## src/rtl/rr_grant_pkg.sv

```systemverilog
// rr_grant_pkg: shared types, defaults and the round-robin pick function for rr_grant_ctrl.
//   state_e  : arbiter state (StIdle = no grant, StBusy = grant held)
//   rr_pick  : index of the first set request bit searching ptr, ptr+1, .., n-1, 0, .., ptr-1
package rr_grant_pkg;

  typedef enum logic {StIdle, StBusy} state_e;

  localparam int unsigned DefaultN       = 4;
  localparam int unsigned DefaultTimeout = 64;
  localparam int unsigned MaxN           = 16;
  localparam int unsigned MaxIw          = 4;

  // Requests are zero-extended to MaxN bits so one function serves every N.
  // Returns 0 when no bit is set; callers only use the result when a request exists.
  function automatic logic [MaxIw-1:0] rr_pick(input logic [MaxN-1:0]  req,
                                               input logic [MaxIw-1:0] ptr,
                                               input int unsigned      n);
    logic [MaxIw-1:0] win;
    logic [MaxIw-1:0] idx_b;
    logic             found;
    int unsigned      pos;
    win   = '0;
    found = 1'b0;
    for (int unsigned off = 0; off < MaxN; off++) begin
      pos   = (32'(ptr) + off) % n;
      idx_b = pos[MaxIw-1:0];
      if (!found && (off < n) && req[idx_b]) begin
        win   = idx_b;
        found = 1'b1;
      end
    end
    return win;
  endfunction

endpackage

```

## src/rtl/rr_onehot_dec.sv

```systemverilog
// rr_onehot_dec: index + enable to one-hot decoder.
//   idx_i    : index to decode
//   en_i     : when low, all outputs are zero
//   onehot_o : N-bit one-hot (or all-zero) select
module rr_onehot_dec
  import rr_grant_pkg::*;
#(
  parameter int unsigned N  = DefaultN,
  parameter int unsigned IW = $clog2(N)
) (
  input  logic [IW-1:0] idx_i,
  input  logic          en_i,
  output logic [N-1:0]  onehot_o
);

  always_comb begin
    onehot_o = '0;
    if (en_i) begin
      onehot_o[idx_i] = 1'b1;
    end
  end

endmodule

```

## src/rtl/rr_grant_ctrl.sv

```systemverilog
// rr_grant_ctrl: round-robin arbiter granting one shared resource among N requesters.
// A winner keeps the grant until it drops its request; the priority pointer then moves
// to the requester after it. Optional feature macro: RR_GRANT_TIMEOUT_EN (forced release
// after TIMEOUT busy cycles, with a one-cycle timeout pulse).
//   clk         : clock, rising edge
//   reset       : asynchronous reset, active high
//   req         : level requests, one bit per requester
//   grant       : one-hot grant, zero when idle
//   grant_idx   : index of current winner, meaningful while grant_valid is high
//   grant_valid : a grant is active
//   timeout     : one-cycle pulse on forced release (RR_GRANT_TIMEOUT_EN only)
module rr_grant_ctrl
  import rr_grant_pkg::*;
#(
  parameter int unsigned N       = DefaultN,
  parameter int unsigned IW      = $clog2(N),
  parameter int unsigned TIMEOUT = DefaultTimeout
) (
  input  logic          clk,
  input  logic          reset,
  input  logic [N-1:0]  req,
  output logic [N-1:0]  grant,
  output logic [IW-1:0] grant_idx,
  output logic          grant_valid
`ifdef RR_GRANT_TIMEOUT_EN
  ,
  output logic          timeout
`endif
);

  if ((N < 2) || (N > MaxN) || (TIMEOUT < 2)) begin : gen_bad_param
    $error("rr_grant_ctrl: N must be 2..16 and TIMEOUT at least 2");
  end

  state_e        state_q, state_d;
  logic [IW-1:0] ptr_q, ptr_d;
  logic [IW-1:0] idx_q, idx_d;
  logic [N-1:0]  req_elig;
  logic [IW-1:0] pick_idx;
  logic [IW-1:0] ptr_after;

`ifdef RR_GRANT_TIMEOUT_EN
  localparam int unsigned CW = $clog2(TIMEOUT + 1);
  logic [CW-1:0] cnt_q, cnt_d;
  logic          to_q, to_d;
  logic [N-1:0]  blocked_q, blocked_d;

  // A forced-off requester stays out of arbitration until it drops its bit.
  assign req_elig = req & ~blocked_q;
`else
  assign req_elig = req;
`endif

  assign pick_idx  = IW'(rr_pick(MaxN'(req_elig), MaxIw'(ptr_q), N));
  assign ptr_after = (idx_q == IW'(N - 1)) ? '0 : idx_q + IW'(1);

  always_comb begin
    state_d = state_q;
    ptr_d   = ptr_q;
    idx_d   = idx_q;
`ifdef RR_GRANT_TIMEOUT_EN
    cnt_d     = cnt_q;
    to_d      = 1'b0;
    blocked_d = blocked_q & req;
`endif
    unique case (state_q)
      StIdle: begin
        if (|req_elig) begin
          state_d = StBusy;
          idx_d   = pick_idx;
`ifdef RR_GRANT_TIMEOUT_EN
          cnt_d   = '0;
`endif
        end
      end
      StBusy: begin
        // A release wins over a timeout in the same cycle.
        if (!req[idx_q]) begin
          state_d = StIdle;
          ptr_d   = ptr_after;
        end
`ifdef RR_GRANT_TIMEOUT_EN
        else if (cnt_q == CW'(TIMEOUT - 1)) begin
          state_d          = StIdle;
          ptr_d            = ptr_after;
          to_d             = 1'b1;
          blocked_d[idx_q] = 1'b1;
        end else begin
          cnt_d = cnt_q + CW'(1);
        end
`endif
      end
      default: state_d = StIdle;
    endcase
  end

  always_ff @(posedge clk or posedge reset) begin
    if (reset) begin
      state_q <= StIdle;
      ptr_q   <= '0;
      idx_q   <= '0;
    end else begin
      state_q <= state_d;
      ptr_q   <= ptr_d;
      idx_q   <= idx_d;
    end
  end

`ifdef RR_GRANT_TIMEOUT_EN
  always_ff @(posedge clk or posedge reset) begin
    if (reset) begin
      cnt_q     <= '0;
      to_q      <= 1'b0;
      blocked_q <= '0;
    end else begin
      cnt_q     <= cnt_d;
      to_q      <= to_d;
      blocked_q <= blocked_d;
    end
  end

  assign timeout = to_q;
`endif

  assign grant_valid = (state_q == StBusy);
  assign grant_idx   = idx_q;

  rr_onehot_dec #(
    .N  (N),
    .IW (IW)
  ) u_dec (
    .idx_i    (idx_q),
    .en_i     (grant_valid),
    .onehot_o (grant)
  );

endmodule

```

## config.mk

```make
export PLATFORM = sky130hd
export DESIGN_NAME = rr_grant_ctrl
export DESIGN_NICKNAME = d
export VERILOG_FILES = /design/src/rtl/rr_grant_pkg.sv /design/src/rtl/rr_onehot_dec.sv /design/src/rtl/rr_grant_ctrl.sv
export SDC_FILE = /design/constraint.sdc
export NUM_CORES = 1
export LEC_CHECK = 0
export BUFFER_PORTS_ARGS = -buffer_cell sky130_fd_sc_hd__buf_2
export CELL_PAD_IN_SITES_DETAIL_PLACEMENT = 1
export CELL_PAD_IN_SITES_GLOBAL_PLACEMENT = 2
export CORE_UTILIZATION = 29
export CTS_CLUSTER_DIAMETER = 120
export DETAILED_ROUTE_END_ITERATION = 6
export HOLD_SLACK_MARGIN = 0.15
export PLACE_DENSITY = 0.84
export SKIP_CTS_REPAIR_TIMING = 1
export SLEW_MARGIN = 20
export SYNTH_ARGS = -nofsm -noshare
export SYNTH_HDL_FRONTEND = slang
export SYNTH_SLANG_ARGS = --single-unit
```

## constraint.sdc

```tcl
create_clock -name clk -period 2.5 [get_ports clk]
set_input_delay 0.375 -clock clk [delete_from_list [all_inputs] [get_ports clk]]
set_output_delay 0.375 -clock clk [all_outputs]
set_load 0.05 [all_outputs]
```

==> reports/qor.csv, run 1 <==
metric,value,unit
"Seq/Total Area, Yosys",30.30,%
Max Slew Vio Count,0,
Leak,0.2589,nW
vias in the first global route,363,
worst skew pair latency,250,ps
cell count of the worst reg-to-reg path,3,
Slew @ Worst Pin,502.9,ps
H-Tree Depth,1,
dominant cell type by area after synthesis,dfrtp_1,
vias per inst,5.093,
GPL Wtd Cong,0.7160,
combinational share of power,58.7,%
Mapped Area,412.9,µm²
FMAX,554.0,MHz
Placed Area,488.0,µm²
"Arr. time, crit path",1430,ps
Syn Inst Count,44,
routed vias,382,
P_int,331.2,µW
Setup TNS,0,ps
Final #Nets,71,
Avg Inst Size Synth,9.384,µm²
Critical Path RT,2120,ps
I/O pin count,13,
maxcap violations,0,
CTS sink count,5,
fin area,525.5,µm²
largest cells by area after synthesis,"dfrtp_1, ha_1, mux2i_1, and2_1, mux4_2",
Max VDD drop,0.5771,mV
hold slack final,480.7,ps
RSZ-0062 raised after global routing,no,
fin util,39.89,%
CP max FO,8,
Multi-input gate area,269.0,µm²
Critical Path End Type,primary output,
wire per inst,12.45,µm
switching share of power,55.06,%
Final setup viols,0,
Seq cells post-synth,5,
R2R Path End,ptr_q[1],
startpoint types,flip-flop,
Worst slew margin,66.16,%
Std-Cell Rows,13,
initial antenna violation count,0,
reg2reg start,grant_idx[0],
Reg area,125.1,µm²
Reg2Reg Setup Slack,880,ps
Core Region,0.001318,mm²
effective utilization at floorplan,31.34,%
CTS root buffer,clkbuf_4,
share of cells above drive strength 1,30.00,%
DRT Pass-1 Iters,4,
final hold vios,0,
DP HPWL,696.8,µm
Die ar.,0.001579,mm²
die height,39.74,µm
synth warn,0,
total wire length,934,µm
First DRT Iteration DRCs,11,
status,completed,
Max Root-Sink Buffers,2,
Final min period,1805,ps
"Distinct cells, synth",20,
Sw Pwr,405.8,µW
largest net degree at the start of global routing,15,
area fraction of the dominant cell type after synthesis,30.30,%
Clock Power Share,13.1,%
# port buffers,12,
period utilization,72.20,%
Clock Pin Slew Worst Setup and Hold Paths,50,ps
Die Wd,39.74,µm
Tot GR Track Use,14.66,%
Crit. Startpoint,grant_idx[1],
critical path class,flip-flop to primary output,
global-route wire length before repair,1.524,mm
register share of total power,28.2,%
Power Density,1402,mW/mm²
DR DRC count,0,
grt ovf,0,
DRT antenna net count,0,
Syn-to-layout area delta,27.27,%
# fillers,164,
CTS Buf Count,3,
Mapped Nets,54,
Ant. Diodes,0,
clock skew,11.11,ps
Worst Hold Class,input port to flip-flop,
crit path to,grant[1],
CTS tree,built,
==> placed cells by master (no fill, tap or decap) <==
cell type / count
nor2b_2: 1
o21a_1: 1
o21ai_0: 4
mux2_1: 1
a21oi_1: 2
nor4_1: 1
a311oi_1: 1
clkinv_2: 1
dlygate4sd3_1: 1
nand2_1: 2
clkbuf_4: 3
mux2i_1: 3
o2bb2ai_1: 1
nor2b_1: 3
dfrtp_1: 5
ha_1: 4
buf_2: 12
o41ai_1: 2
nand2b_1: 2
mux4_2: 1
and2_1: 4
inv_1: 4
nor2_1: 1
==> power by group through the flow <==
stage	clock, mW	sequential, mW	combinational, mW
after floorplan	0	0.257	0.282
after global placement	0	0.207	0.436
after detailed placement	0	0.207	0.438
after CTS	0.0994	0.208	0.439
after global routing	0.106	0.220	0.478
final	0.0962	0.208	0.433
==> cells in the mapped netlist <==
cell type	instances
dfrtp_1	5
nor2b_2	1
a21oi_1	2
o41ai_1	2
clkbuf_1	1
o21ai_0	4
o2bb2ai_1	1
mux2_1	1
nor2_1	1
nand2b_1	2
mux4_2	1
mux2i_1	3
nor4_1	1
nand2_1	2
o21a_1	1
ha_1	4
and2_1	4
inv_1	4
nor2b_1	3
a311oi_1	1
==> stage by stage <==
step	instances	setup WS (ps)	power [mW]
6_report	75	695.0	0.7370
5_1_grt	75	620.4	0.8029
4_1_cts	74	691.6	0.7459
3_5_place_dp	70	914.1	0.6448
3_3_place_gp	70	939.7	0.6431
2_1_floorplan	44	653.4	0.5399
==> worst min path at each step <==
stage           start            to  slack [ps]  cells past startpoint
2_1_floorplan   reset  grant_idx[0]         150                      1
3_3_place_gp    reset   grant_valid         270                      2
3_5_place_dp    reset  grant_idx[1]         280                      2
4_1_cts         reset  grant_idx[1]          10                      2
5_1_grt        req[3]  grant_idx[0]         500                      3
6_report       req[3]  grant_idx[0]         480                      3
==> metal layers <==
metal  track usage, %  wire length (µm)
met1            19.66               445
met5                0                 0
met3            3.409                45
met2            22.54               443
met4            5.172                 0
==> state kept, by name, indices dropped and copies added, names as in the netlist <==
| signal | count |
|---|---|
| ptr_q | 2 |
| grant_idx | 2 |
| grant_valid | 1 |
==> cell type report <==
class	count	area share (%)
Clock buffer	3	4.286
Clock inverter	1	0.9524
Inverter	4	2.857
Multi-Input combinational cell	34	51.19
Sequential cell	5	23.81
Tap cell	15	3.571
Timing Repair Buffer	13	13.33
==> cells by family after synthesis <==
| kind of cell | after synthesis | share of synthesized area (%) |
|---|---|---|
| buffers and inverters | 5 | 4.544 |
| multiplexers | 5 | 15.45 |
| AND/OR/NAND/NOR | 14 | 20.00 |
| adder cells (fa/ha/maj) | 4 | 12.12 |
| flip-flops | 5 | 30.30 |
| AO/OA/AOI/OAI | 11 | 17.58 |
==> critical path, stage by stage (launching register included) <==
cell	delay, ps
dfrtp_1	540
inv_1	110
ha_1	190
and2_1	140
buf_2	200
Note: power is estimated with default switching activity, not from simulation.
==> run 2: changes to the inputs <==
--- a/config.mk
+++ b/config.mk
@@ -8,11 +8,11 @@
 export BUFFER_PORTS_ARGS = -buffer_cell sky130_fd_sc_hd__buf_2
 export CELL_PAD_IN_SITES_DETAIL_PLACEMENT = 1
 export CELL_PAD_IN_SITES_GLOBAL_PLACEMENT = 2
-export CORE_UTILIZATION = 29
+export CORE_UTILIZATION = 27
 export CTS_CLUSTER_DIAMETER = 120
 export DETAILED_ROUTE_END_ITERATION = 6
 export HOLD_SLACK_MARGIN = 0.15
-export PLACE_DENSITY = 0.84
+export PLACE_DENSITY = 0.8
 export SKIP_CTS_REPAIR_TIMING = 1
 export SLEW_MARGIN = 20
 export SYNTH_ARGS = -nofsm -noshare
==> constraint.sdc (replaced) <==
create_clock -name clk -period 1.8 [get_ports clk]
set_input_delay 0.27 -clock clk [delete_from_list [all_inputs] [get_ports clk]]
set_output_delay 0.27 -clock clk [all_outputs]
set_load 0.05 [all_outputs]
==> run 2 against run 1 <==
  * Cell count rose by 1.3%
  * Largest power group unchanged
  * Utilization down 0.87 points
  * Sequential cell count unchanged
  * Highest routed layer unchanged
  * Clock power grew 28%
  * Die area is 7.0% higher
==> reports/qor.csv, run 2 (synthesis gave the netlist of run 1 again) <==
metric,value,unit
status,completed,
Die Wd,41.11,µm
Crit. Startpoint,grant_idx[1],
Core Region,0.001366,mm²
Final setup viols,0,
Std-Cell Rows,13,
reg2reg start,grant_idx[0],
RSZ-0062 raised after global routing,no,
critical path class,flip-flop to primary output,
Top delay family on crit path,flip-flops,
DRT Pass-1 Iters,4,
Max Root-Sink Buffers,2,
worst skew pair latency,230,ps
hold slack final,397.3,ps
share of cells above drive strength 1,31.15,%
routed vias,372,
period utilization,91.82,%
DRT antenna net count,0,
Max VDD drop,0.8520,mV
"slowest stage cell, crit path",dfrtp_1,
Worst Hold Class,input port to flip-flop,
CTS Buf Count,3,
wire per inst,12.82,µm
largest net degree at the start of global routing,15,
H-Tree Depth,1,
WP buf/inv,2,
Syn-to-layout area delta,29.09,%
FMAX,605.1,MHz
global-route wire length before repair,1.676,mm
die height,41.11,µm
Max Slew Vio Count,0,
Leak,0.2604,nW
I/O pin count,13,
DR DRC count,0,
DP Worst Slack,224.6,ps
Critical Path RT,1530,ps
Critical Path End Type,primary output,
First DRT Iteration DRCs,3,
initial antenna violation count,0,
vias in the first global route,367,
Final min period,1653,ps
total wire length,974,µm
effective utilization at floorplan,30.22,%
placed cell count,71,
"Arr. time, crit path",1380,ps
Clock Pin Slew Worst Setup and Hold Paths,40,ps
Die ar.,0.001690,mm²
"Worst Setup Slack, final",147.3,ps
hold path startpoint,req[3],
Tot GR Track Use,15.84,%
clock skew,2.284,ps
CTS sink count,5,
Setup TNS,0,ps
vias per inst,4.895,
Slew @ Worst Pin,355.3,ps
Final #Nets,72,
Ant. Diodes,0,
Critical Path Max Stage Delay,500,ps
final hold vios,0,
startpoint types,flip-flop,
# fillers,173,
# port buffers,12,
Worst slew margin,76.00,%
CP max FO,8,
grt ovf,0,
Reg2Reg Setup Slack,230,ps
Layout Cells excl Fill,76,
maxcap violations,0,
"critical path, cell by cell","inv_1, ha_1, and2_1, buf_2",
"most common cell after layout, fill and taps aside",buf_2,
GPL Wtd Cong,0.7330,
CTS root buffer,clkbuf_4,
CTS tree,built,
DP HPWL,790.6,µm
Power Density,1935,mW/mm²
run 2: metrics by stage:
| stage | total power [mW] | cell area [µm²] | utilization [%] |
|---|---|---|---|
| 2_1_floorplan | 0.7521 | 414.1 | - |
| 3_3_place_gp | 0.9053 | 496.7 | 36.36 |
| 3_5_place_dp | 0.9173 | 496.7 | 36.36 |
| 4_1_cts | 1.050 | 523.0 | 38.28 |
| 5_1_grt | 1.118 | 533.0 | 39.01 |
| 6_report | 1.032 | 533.0 | 39.01 |
run 2: final cells by class:
| type | instances | area [µm²] | share of cell area, % |
|---|---|---|---|
| Multi-Input combinational cell | 34 | 269.0 | 50.47 |
| Sequential cell | 5 | 126.4 | 23.71 |
| Tap cell | 15 | 18.77 | 3.521 |
| Timing Repair Buffer | 14 | 77.57 | 14.55 |
| Clock buffer | 4 | 26.28 | 4.930 |
| Inverter | 4 | 15.01 | 2.817 |
run 2: final timing paths:
path	endpoint	cells past startpoint
min in group asynchronous	grant_valid	3
max in group asynchronous	grant_idx[0]	3
hold / removal	grant_idx[0]	3
setup reg to reg	ptr_q[1]	3
setup / recovery	grant[1]	4
hold reg to reg	ptr_q[0]	1
run 2: worst reg2reg max path: stages (launching register included):
cell and delay, ps:
dfrtp_2 420, mux4_2 550, nor2b_2 140, mux2_1 340
run 2: power by group:
| group | internal [mW] | leakage, nW | switching, mW |
|---|---|---|---|
| Sequential | 0.174 | 0.0584 | 0.111 |
| Clock | 0.0834 | 0.0150 | 0.0394 |
| Combinational | 0.213 | 0.187 | 0.411 |
| Total | 0.470 | 0.260 | 0.562 |
run 2: routing by layer:
layer	vias up	GRT usage (%)	wire, µm
li1	190	-	-
met1	179	20.86	483
met4	0	9.677	0
met2	3	23.44	485
met5	-	0	0
met3	0	3.261	6
==> run 3: changes to the inputs <==
--- a/config.mk
+++ b/config.mk
@@ -5,14 +5,15 @@
 export SDC_FILE = /design/constraint.sdc
 export NUM_CORES = 1
 export LEC_CHECK = 0
+export ABC_AREA = 1
 export BUFFER_PORTS_ARGS = -buffer_cell sky130_fd_sc_hd__buf_2
 export CELL_PAD_IN_SITES_DETAIL_PLACEMENT = 1
 export CELL_PAD_IN_SITES_GLOBAL_PLACEMENT = 2
-export CORE_UTILIZATION = 27
+export CORE_UTILIZATION = 25
 export CTS_CLUSTER_DIAMETER = 120
 export DETAILED_ROUTE_END_ITERATION = 6
 export HOLD_SLACK_MARGIN = 0.15
-export PLACE_DENSITY = 0.8
+export PLACE_DENSITY = 0.81
 export SKIP_CTS_REPAIR_TIMING = 1
 export SLEW_MARGIN = 20
 export SYNTH_ARGS = -nofsm -noshare
==> run 3 against run 2 <==
  * Sequential power grew 8.1%
  * Critical path depth grew 1
  * Total power grew 48%
  * Wire length grew 67%
  * First-iteration DRC count grew to 2.7 times the previous value
  * Final area grew 35%
  * Critical endpoint unchanged
==> reports/qor.csv, run 3 <==
metric,value,unit
status,completed,
final hold vios,0,
reg2reg start,ptr_q[0],
cell count of the worst reg-to-reg path,9,
Critical Path End Type,primary output,
R2R Path End,grant_idx[0],
Power Density,2119,mW/mm²
clock skew,2.363,ps
Worst slew margin,73.34,%
largest cells by area after synthesis,"nand2_1, dfrtp_1, inv_1, ha_1, nand2_2",
vias in the first global route,679,
most used cell along the critical path,inv_1,
Final setup viols,0,
total wire length,1.629,mm
Avg Inst Size Synth,5.684,µm²
vias per inst,4.510,
"slowest stage cell, crit path",dfrtp_1,
"most common cell after layout, fill and taps aside",nand2_1,
Syn Inst Count,105,
dominant cell type by area after synthesis,nand2_1,
area fraction of the dominant cell type after synthesis,27.67,%
GRT busiest layer,met2,
# port buffers,12,
"Arr. time, crit path",1380,ps
Seq cells post-synth,5,
"Worst Setup Slack, final",151.9,ps
worst skew pair latency,250,ps
most frequent cells in the layout,"nand2_1, inv_1, buf_2, nand2_2, nand3_1",
Tot GR Track Use,15.09,%
Die ar.,0.002587,mm²
DP HPWL,1.310,mm
Final #Nets,132,
Top delay family on crit path,buffers and inverters,
placed cell count,144,
RSZ-0062 raised after global routing,no,
FMAX,606.7,MHz
# fillers,311,
fin util,32.32,%
asr flop ratio synth,100.0,%
largest net degree at the start of global routing,13,
Clock Pin Slew Worst Setup and Hold Paths,50,ps
DRT Pass-1 Iters,4,
I/O pin count,13,
top-count cell post-synth,nand2_1,
maxcap violations,0,
Mapped Area,596.8,µm²
Critical Path RT,1530,ps
GPL Wtd Cong,0.7714,
Syn-to-layout area delta,20.96,%
global-route wire length before repair,2.877,mm
"Seq/Total Area, Yosys",20.96,%
DRT antenna net count,0,
M1 GR Usage,17.18,%
CTS sink count,5,
share of cells above drive strength 1,23.97,%
Max Root-Sink Buffers,2,
CTS tree,built,
grt ovf,0,
WP buf/inv,3,
Final min period,1648,ps
Mapped Nets,115,
period utilization,91.56,%
"critical path, cell by cell","inv_1, ha_1, nand2_1, inv_1, buf_2",
most frequent cells after synthesis,"nand2_1, inv_1, nand2_2, nand3_1, nor2_1",
wire per inst,10.93,µm
CTS Buf Count,3,
ys flop type,dfrtp_1,
critical path class,flip-flop to primary output,
First DRT Iteration DRCs,8,
CTS root buffer,clkbuf_4,
routing usage on met3,2.083,%
Core Region,0.002233,mm²
DR DRC count,0,
Die Wd,50.86,µm
startpoint types,flip-flop,
"Distinct cells, synth",16,
met2 usage,26.89,%
H-Tree Depth,1,
Max VDD drop,0.7601,mV
Setup TNS,0,ps
number of synthesized flops with an enable pin,0,
Ant. Diodes,0,
DP Worst Slack,255.2,ps
Std-Cell Rows,17,
routed vias,672,
Critical Path Max Stage Delay,450,ps
synth warn,0,
Layout Cells excl Fill,149,
Total Power,1.530,mW
Worst Hold Class,input port to async pin,
Reg2Reg Setup Slack,250,ps
die height,50.86,µm
Max Slew Vio Count,0,
Leak,0.4593,nW
Slew @ Worst Pin,399.8,ps
CP max FO,6,
effective utilization at floorplan,26.72,%
initial antenna violation count,0,
Crit path depth,5,
==> run 3: worst max path at each step <==
stage,from,endpoint,slack (ps)
2_1_floorplan,grant_idx[0],grant[3],190
3_3_place_gp,ptr_q[0],grant_idx[1],260
3_5_place_dp,ptr_q[0],grant_idx[1],260
4_1_cts,grant_idx[0],grant[0],100
5_1_grt,ptr_q[0],grant_idx[0],30
6_report,grant_idx[1],grant[1],150
==> run 3: report_power, final <==
part	switching (mW)	internal (mW)	total, mW
clock	0.0548	0.0844	0.139
combinational	0.766	0.316	1.08
sequential	0.135	0.173	0.308
total	0.956	0.574	1.53
==> run 3: area by class of cell <==
class	count	area [µm²]	share of cell area [%]
Inverter	17	63.81	8.839
Sequential cell	5	126.4	17.50
Tap cell	28	35.03	4.853
Clock buffer	4	26.28	3.640
Timing Repair Buffer	14	77.57	10.75
Multi-Input combinational cell	81	392.9	54.42
==> run 3: worst min-delay path, cell delays in order <==
cell           delay [ps]
dlygate4sd3_1         530
buf_2                 120
inv_1                 150
==> run 3: cells by family after synthesis <==
logic type / after synthesis / share of synthesized area [%]
compound gates: 9 / 7.967
flops: 5 / 20.96
buf+inv: 19 / 13.21
fa+ha+maj: 4 / 8.386
simple gates: 68 / 49.48
==> run 3: per-stage QoR <==
| step | hold WS, ps | instance area, µm² |
|---|---|---|
| detailed placement | 178.2 | 684.4 |
| CTS | -83.80 | 710.7 |
| floorplan | 48.52 | 596.8 |
| global placement | 173.6 | 684.4 |
| global route | 483.4 | 721.9 |
| finish | 462.4 | 721.9 |
==> run 3: per-layer routing <==
metal	routed length, µm	share of wire (%)
met5	0	0
met4	31	1.9
met3	51	3.1
met2	803	49
met1	742	46
